--- config.mk ---
export PLATFORM = sky130hd
export DESIGN_NAME = add_round_key_stage
export DESIGN_NICKNAME = d
export VERILOG_FILES = /design/src/rtl/aes_pkg.sv /design/src/rtl/skid_buffer.sv /design/src/rtl/add_round_key_stage.sv
export SDC_FILE = /design/constraint.sdc
export NUM_CORES = 1
export LEC_CHECK = 0
export BUFFER_PORTS_ARGS = -buffer_cell sky130_fd_sc_hd__buf_4
export CORE_ASPECT_RATIO = 1.75
export CORE_UTILIZATION = 35
export DETAILED_ROUTE_END_ITERATION = 7
export GPL_ROUTABILITY_DRIVEN = 1
export MAX_ROUTING_LAYER = met4
export PLACE_DENSITY = 0.64
export SYNTH_ARGS = -nofsm -noshare
export SYNTH_HDL_FRONTEND = slang
export SYNTH_HIERARCHICAL = 1
export SYNTH_SLANG_ARGS = --single-unit
--- constraint.sdc ---
create_clock -name i_clk -period 11.6 [get_ports i_clk]
set_input_delay 1.74 -clock i_clk [delete_from_list [all_inputs] [get_ports i_clk]]
set_output_delay 1.74 -clock i_clk [all_outputs]
set_load 0.01 [all_outputs]
--- src/rtl/aes_pkg.sv ---
// Shared AES inverse-cipher types for the AddRoundKey stage.
// ARK_KEY_PARITY_EN adds the per-beat key_err flag to ark_beat_t.
package aes_pkg;

    localparam int AES_NR_128 = 10;
    localparam int AES_NR_192 = 12;
    localparam int AES_NR_256 = 14;

    typedef logic [127:0] state_t;
    typedef logic [3:0]   round_t;

    typedef struct packed {
        state_t data;
        round_t round;
        logic   mix;
        logic   last;
`ifdef ARK_KEY_PARITY_EN
        logic   key_err;
`endif
    } ark_beat_t;

endpackage

--- src/rtl/skid_buffer.sv ---
// Two-entry valid/ready register slice (main + skid) for full throughput.
// up_ready is a registered flag (!skid full), never a path from dn_ready.
module skid_buffer #(
    parameter int DATA_W = 8
) (
    input  logic              clk,
    input  logic              rst,
    input  logic              up_valid,
    output logic              up_ready,
    input  logic [DATA_W-1:0] up_data,
    output logic              dn_valid,
    input  logic              dn_ready,
    output logic [DATA_W-1:0] dn_data
);

    logic              vld_p1;
    logic              skid_vld_p1;
    logic [DATA_W-1:0] main_p1;
    logic [DATA_W-1:0] skid_p1;
    logic              up_xfer;
    logic              main_free;

    assign up_ready  = !skid_vld_p1;
    assign up_xfer   = up_valid && up_ready;
    assign main_free = !vld_p1 || dn_ready;

    // ---- p0 -> p1: main/skid registers ----
    always_ff @(posedge clk or posedge rst) begin
        if (rst) begin
            vld_p1      <= 1'b0;
            skid_vld_p1 <= 1'b0;
            main_p1     <= '0;
            skid_p1     <= '0;
        end else if (main_free) begin
            // A parked skid beat always goes ahead of the input to keep order.
            if (skid_vld_p1) begin
                main_p1     <= skid_p1;
                vld_p1      <= 1'b1;
                skid_vld_p1 <= 1'b0;
            end else begin
                vld_p1 <= up_xfer;
                if (up_xfer) begin
                    main_p1 <= up_data;
                end
            end
        end else if (up_xfer) begin
            skid_p1     <= up_data;
            skid_vld_p1 <= 1'b1;
        end
    end

    assign dn_valid = vld_p1;
    assign dn_data  = main_p1;

endmodule

--- src/rtl/add_round_key_stage.sv ---
// Registered AES inverse-cipher AddRoundKey: state ^ key, round tagging, skid output.
// Optional build macro ARK_KEY_PARITY_EN adds i_key_par / o_key_err.
module add_round_key_stage
    import aes_pkg::*;
#(
    parameter int NR = AES_NR_128
) (
    input  logic         i_clk,
    input  logic         i_rst,
    input  logic         i_valid,
    output logic         o_ready,
    input  logic [127:0] i_data,
    input  logic [127:0] i_key,
    input  logic         i_first,
`ifdef ARK_KEY_PARITY_EN
    input  logic [15:0]  i_key_par,
`endif
    output logic         o_valid,
    input  logic         i_ready,
    output logic [127:0] o_data,
    output logic [3:0]   o_round,
    output logic         o_mix,
`ifdef ARK_KEY_PARITY_EN
    output logic         o_key_err,
`endif
    output logic         o_last
);

    localparam round_t ROUND_NR  = round_t'(NR);
    localparam round_t ROUND_NR1 = round_t'(NR - 1);

    round_t    next_round;
    round_t    round_p0;
    ark_beat_t beat_p0;
    ark_beat_t beat_p1;
    logic      in_xfer;

    // Rounds strictly between the initial and final ones go through inv_mix_columns.
    function automatic logic needs_mix(input round_t r);
        return (r >= round_t'(1)) && (r <= ROUND_NR1);
    endfunction

`ifdef ARK_KEY_PARITY_EN
    function automatic logic key_par_err(input state_t key, input logic [15:0] par);
        logic err;
        err = 1'b0;
        for (int b = 0; b < 16; b++) begin
            err = err | ((^key[127-8*b -: 8]) ^ par[15-b]);
        end
        return err;
    endfunction
`endif

    assign in_xfer  = i_valid && o_ready;
    assign round_p0 = i_first ? ROUND_NR : next_round;

    always_ff @(posedge i_clk or posedge i_rst) begin
        if (i_rst) begin
            next_round <= ROUND_NR;
        end else if (in_xfer) begin
            if (i_first) begin
                next_round <= ROUND_NR1;
            end else if (next_round == round_t'(0)) begin
                next_round <= ROUND_NR;
            end else begin
                next_round <= next_round - round_t'(1);
            end
        end
    end

    // ---- p0: combinational beat assembly ----
    always_comb begin
        beat_p0         = '0;
        beat_p0.data    = i_data ^ i_key;
        beat_p0.round   = round_p0;
        beat_p0.mix     = needs_mix(round_p0);
        beat_p0.last    = (round_p0 == round_t'(0));
`ifdef ARK_KEY_PARITY_EN
        beat_p0.key_err = key_par_err(i_key, i_key_par);
`endif
    end

    // ---- p1: registered output slice ----
    skid_buffer #(
        .DATA_W($bits(ark_beat_t))
    ) u_skid (
        .clk      (i_clk),
        .rst      (i_rst),
        .up_valid (i_valid),
        .up_ready (o_ready),
        .up_data  (beat_p0),
        .dn_valid (o_valid),
        .dn_ready (i_ready),
        .dn_data  (beat_p1)
    );

    assign o_data    = beat_p1.data;
    assign o_round   = beat_p1.round;
    assign o_mix     = beat_p1.mix;
    assign o_last    = beat_p1.last;
`ifdef ARK_KEY_PARITY_EN
    assign o_key_err = beat_p1.key_err;
`endif

endmodule

# ---- After elaboration in Yosys (flattened, before gate mapping)
# Cells that the tools add are included.
dict set report op_classes {
  addsub 1
  mul 0
  div 0
  order_cmp 2
  n_eq_ne 0
  n_shift 0
  mux 8
  bitwise 2
  reduce_logical 11
}
# cell count
set ops {}
lappend ops {{134-bit two-way mux} 2}
lappend ops {{128-bit bitwise XOR} 1}
lappend ops {{4-bit two-way mux} 3}
lappend ops {{4-bit zero test} 2}
lappend ops {{4-bit by 1-bit >= comparator with 1-bit output, second input constant} 1}
lappend ops {{4-bit <= comparator, second input constant} 1}
lappend ops {{2-bit AND reduction} 2}
lappend ops {{2-bit nonzero test} 2}
lappend ops {{4-bit by 1-bit subtractor with 4-bit output, second input constant} 1}
lappend ops {{1-bit two-way mux} 3}
lappend ops {{1-bit logical AND} 2}
lappend ops {{1-bit zero test} 2}
lappend ops {{1-bit logical OR} 1}
lappend ops {{1-bit NOT} 1}
dict set report totals {
  ff_bits 274
  latchBits 0
  ram_bits 0
  rom_bits 0
  input_bits 261
  out_inout_bits 136
  elab_cells 29
  memories 0
}

# ---- Logic depth before layout (Yosys ltp)
dict set report logic_depth {
  word_depth 5
  ltp_mapped 7
  ltp_nobuf 5
}

# ---- Cells and area by module
# Netlist, hierarchy kept.
# module instances cells_each area_each_um2 seq_area_each_um2
set by_module_without_submodules {}
lappend by_module_without_submodules {skid_buffer 1 725 11930.2 6756.5}
lappend by_module_without_submodules {add_round_key_stage 1 162 1426.4 102.6}

# ---- Least setup slack after synthesis
# Ideal clock, no wire load.
dict set report synth_path {
  path_type {input to register}
  startpoint {input i_ready}
  endpoint {register u_skid.skid_p1[0]}
  setup_time_ps 125
  arrival_ps 2803
  required_ps 11475
  path_slack_ps 8672
  cell_stages 6
  n_path_buf 3
  path_cell_list {nand2b_4 > nor3b_2 > buf_2 > buf_6 > buf_6 > mux2_2}
}
dict set report synth_between {
  elab_chain_cells 3
}
# item line_no
set synth_rtl {}
lappend synth_rtl {{from (decl)} add_round_key_stage.sv:19} ;# input logic i_ready,
lappend synth_rtl {{1-bit logical OR} skid_buffer.sv:25} ;# assign main_free = !vld_p1 || dn_ready;
lappend synth_rtl {{1-bit NOT (no source line)} --}
lappend synth_rtl {{2-bit AND reduction (no source line)} --}
lappend synth_rtl {{to (signal assigned)} skid_buffer.sv:47} ;# skid_p1 <= up_data;
lappend synth_rtl {{to (decl)} skid_buffer.sv:19} ;# logic [DATA_W-1:0] skid_p1;
# Every way passes these cells.
# A chain may end at the register's enable or synchronous reset.

# ---- Worst setup path in the final report
dict set report layout_path {
  startpoint {register u_skid.skid_vld_p1}
  endpoint {register u_skid.main_p1[74] (netlist: u_skid/dn_data[74])}
}
dict set report layout_between {
  elab_chain_cells 4
  word_cells_on_any_way 5
  cone_classes {mux: 1; reduce/logical: 4}
}
# item line_no
set layout_rtl {}
lappend layout_rtl {{from (decl)} skid_buffer.sv:17} ;# logic skid_vld_p1;
lappend layout_rtl {{from (signal assigned)} skid_buffer.sv:31} ;# skid_vld_p1 <= 1'b0;
lappend layout_rtl {{from (signal assigned)} skid_buffer.sv:39} ;# skid_vld_p1 <= 1'b0;
lappend layout_rtl {{from (signal assigned)} skid_buffer.sv:48} ;# skid_vld_p1 <= 1'b1;
lappend layout_rtl {{1-bit zero test} skid_buffer.sv:23} ;# assign up_ready = !skid_vld_p1;
lappend layout_rtl {{1-bit logical AND} skid_buffer.sv:24} ;# assign up_xfer = up_valid && up_ready;
lappend layout_rtl {{2-bit nonzero test (no source line)} --}
lappend layout_rtl {{2-bit AND reduction (no source line)} --}
lappend layout_rtl {{to (signal assigned)} skid_buffer.sv:37} ;# main_p1 <= skid_p1;
lappend layout_rtl {{to (signal assigned)} skid_buffer.sv:43} ;# main_p1 <= up_data;
lappend layout_rtl {{to (decl)} skid_buffer.sv:18} ;# logic [DATA_W-1:0] main_p1;
# Several ways; a longest one is shown, not always the timed one.

==> impl_summary.txt <==
----------------------------------------------------
[Detailed routing]
  Post-route antenna net violation count ... 0
  Via count ... just over 8,000
  Drt drc ... 0
  Number of iterations in the first detailed-routing pass ... 4
  WL per Instance ... roughly 17 um
  Per-cell via count in the routed design ... between 4 and 5
  DRT Wirelength ... 30,090 um
  Iter 0 DRT Violations ... roughly 190

[GRT]
  Vias in the first global route ... 8,589
  Global-route wire length before repair ... around 46,000 um
  Remaining global-route overflow ... 0
  Antenna violations before repair ... 0
  Pin count of the biggest net entering global routing ... about 120
  GRT Resource Usage Total ... between 10% and 20%

[Floorplanning]
  Initial cell density of the core ... 35.49%
  Number of core rows ... 94
  Die Y-Extent ... roughly 260 um
  Overall die area ... 38,980 um2
  Width of the chip ... between 100 and 150 um
  Core region area ... around 38,000 um2
  Number of ports placed on the die boundary ... 397

[Worst setup path]
  Launching element type of the critical path ... flip-flop
  Worst setup EP type ... flip-flop
  Crit path cell chain ... buf_4 -> o21a_4 -> buf_4 -> buf_4 -> mux2_2
  Arrival time reported for the critical path endpoint ... 4660 ps
  Maximum cell stage delay along the critical path ... 810 ps
  CP Class ... reg -> reg
  CP Max Fanout ... between 60 and 70
  CP dominant cell by count ... sky130_fd_sc_hd__buf_4
  Cell type of the slowest stage on the worst timing path ... sky130_fd_sc_hd__dfrtp_4
  Worst path top cell family by delay ... buffers and inverters
  Combined buffer and inverter count along the critical path ... 3
  Required time reported for the critical path endpoint ... 12,020 ps

[Synth]
  Area of the mapped netlist ... approximately 13,000 um2
  Post-synthesis cell type count ... 31
  Synth Register Bits ... about 270
  Area leader, netlist ... sky130_fd_sc_hd__dfrtp_1
  Synthesized netlist net count ... ~1,200
  Yosys top cell area share ... between 50% and 60%
  Register area share after synthesis ... between 50% and 60%
  Ys Warns ... 6
  Top cells by area, synth ... sky130_fd_sc_hd__dfrtp_1, sky130_fd_sc_hd__mux2_2, sky130_fd_sc_hd__xor2_1
  Average size of a mapped cell ... between 15 and 20 um2
  Cells after synthesis ... roughly 890

[Place]
  PortBufs ... 396
  HPWL after DPL ... about 21,000 um
  Gp weighted congestion ... about 0.7

[CTS]
  Worst-skew pair later-pin latency ... 540 ps
  Number of setup buffers added after CTS ... 0
  Hold-fix buffers, CTS ... 0
  Clock sink total ... 274
  Clock transition at the registers of the reported paths ... ~60 ps
  Max Root-Sink Buffers ... 3
  Post-cts gate resize count ... 0
  Depth of the CTS H-tree ... 1
  CTS buffer count ... 27
  TritonCTS clock tree ... done
  Clk root buf ... sky130_fd_sc_hd__clkbuf_16

[Job]
  Number of violations of the max-capacitance limit ... 0

[STA]
  Setup TNS Final ... 0 ps
  Timing-limited maximum frequency ... approximately 240 MHz
  Final cycle utilization of the critical path ... 36.58%
  Setup repair after global routing missed its margin ... false
  Number of max-slew violations in the final report ... 0
  Count of final hold-check violations ... 0
  Worst-case clock skew ... about 13 ps
  Final worst path period need ... 4244 ps
  Setup-failing EPs final ... 0
  Max_slew headroom ... between 20% and 30%
  Measured slew at the worst slew-check pin ... approximately 1100 ps

[Pwr]
  Static Leakage ... about 8 nW
  Max IR drop VDD ... approximately 100 uV
  Cell area power density ... roughly 180 nW/um2

[Cells and area]
  Signed area change from the synthesized netlist to the final layout ... 31.24%
  Fraction of final layout cells sized beyond drive strength 1 ... approximately two thirds
  Post-layout util ... a little under half
  ANT cells ... 0
  Nets ... between 1,500 and 2,000

[Status]
  Status ... completed

[Hold path]
  Class of the most critical hold timing path ... reg -> reg

----------------------------------------------------
[state kept, by name, summed over array words and instances (netlist names)]
signal / cells
next_round: 4
u_skid/skid_p1: 134
u_skid/dn_data: 134
u_skid/dn_valid: 1
u_skid/skid_vld_p1: 1
[kinds of logic after synthesis]
| family | count (synthesis) | synth area share, % |
|---|---|---|
| fa+ha+maj | 2 | 0.1873 |
| simple gates | 21 | 1.012 |
| compound gates | 9 | 0.5433 |
| xor+xnor | 128 | 8.393 |
| flops | 274 | 51.35 |
| buf+inv | 51 | 2.707 |
| mux | 402 | 35.80 |
[path summary, 6_finish.rpt]
check                                               start                              to  slack (ps)  cells after the start
min in group asynchronous                           i_rst       next_round[0]$_DFFE_PP0P_        1130                      2
max                        u_skid/skid_vld_p1$_DFFE_PP0P_  u_skid/dn_data[74]$_DFFE_PP0P_        7360                      5
max reg2reg                u_skid/skid_vld_p1$_DFFE_PP0P_  u_skid/dn_data[74]$_DFFE_PP0P_        7360                      5
min reg2reg                u_skid/skid_p1[38]$_DFFE_PP0P_  u_skid/skid_p1[38]$_DFFE_PP0P_         490                      1
min                        u_skid/skid_p1[38]$_DFFE_PP0P_  u_skid/skid_p1[38]$_DFFE_PP0P_         490                      1
max in group asynchronous                           i_rst  u_skid/skid_p1[55]$_DFFE_PP0P_        8590                      3
[cell usage after synthesis (all sizes together)]
cell type,instances
nor3b,1
dfrtp,272
and3b,1
or3,1
inv,5
a22oi,1
xor2,128
nand3b,1
buf,45
o31ai,4
ha,2
o21ai,2
nand2,3
nor2b,1
o21a,2
mux2,402
nor3,1
clkbuf,1
or2,2
nor4,1
nand2b,3
nor2,6
dfstp,2
[per-layer routing]
layer  GRT usage (%)  part of all wire (%)  vias to the layer above
li1                -                     -                     3869
met1           16.70                    38                     4155
met2           28.86                    55                      233
met3           2.395                   5.4                       32
met4           4.097                   1.6                        0
met5               -                     0                        -
[area by class of cell]
| cell class | count | area (um2) |
|---|---|---|
| fill | 3417 | 20110 |
| clock inverter | 10 | 56.30 |
| clock buffer | 39 | 800.8 |
| sequential | 274 | 6863 |
| inverter | 5 | 26.28 |
| timing repair buffer | 404 | 3033 |
| multi-input combinational | 562 | 6150 |
| tap | 480 | 600.6 |
[per-stage QoR]
step | hold WS, ps | instance area [um2] | cells | power (mW) | setup slack (ps)
finish | 485.1 | 17530 | 1774 | 3.168 | 7356
CTS | 488.2 | 17530 | 1774 | 3.227 | 7331
detailed placement | 473.0 | 16670 | 1725 | 2.357 | 7011
floorplan | 452.2 | 13360 | 887 | 1.919 | 2421
global placement | 462.4 | 16670 | 1725 | 2.327 | 7039
global route | 509.0 | 17530 | 1774 | 3.348 | 7139
[layout by cell type (no fill, tap or decap), drive strengths merged, types with 2 or more instances in the layout]
cell type    n
buf        404
mux2       402
dfrtp      272
xor2       128
clkbuf      39
clkinv       8
nor2         6
inv          6
o31ai        4
nand2        3
nand2b       3
o21ai        2
ha           2
dfstp        2
or2          2
o21a         2
[report_power, final]
group / internal, mW / total [mW] / switching [mW]
clock: 0.478 / 0.849 / 0.371
combinational: 0.575 / 0.933 / 0.359
sequential: 1.23 / 1.39 / 0.151
No activity file was read; power rests on OpenSTA's default activity.
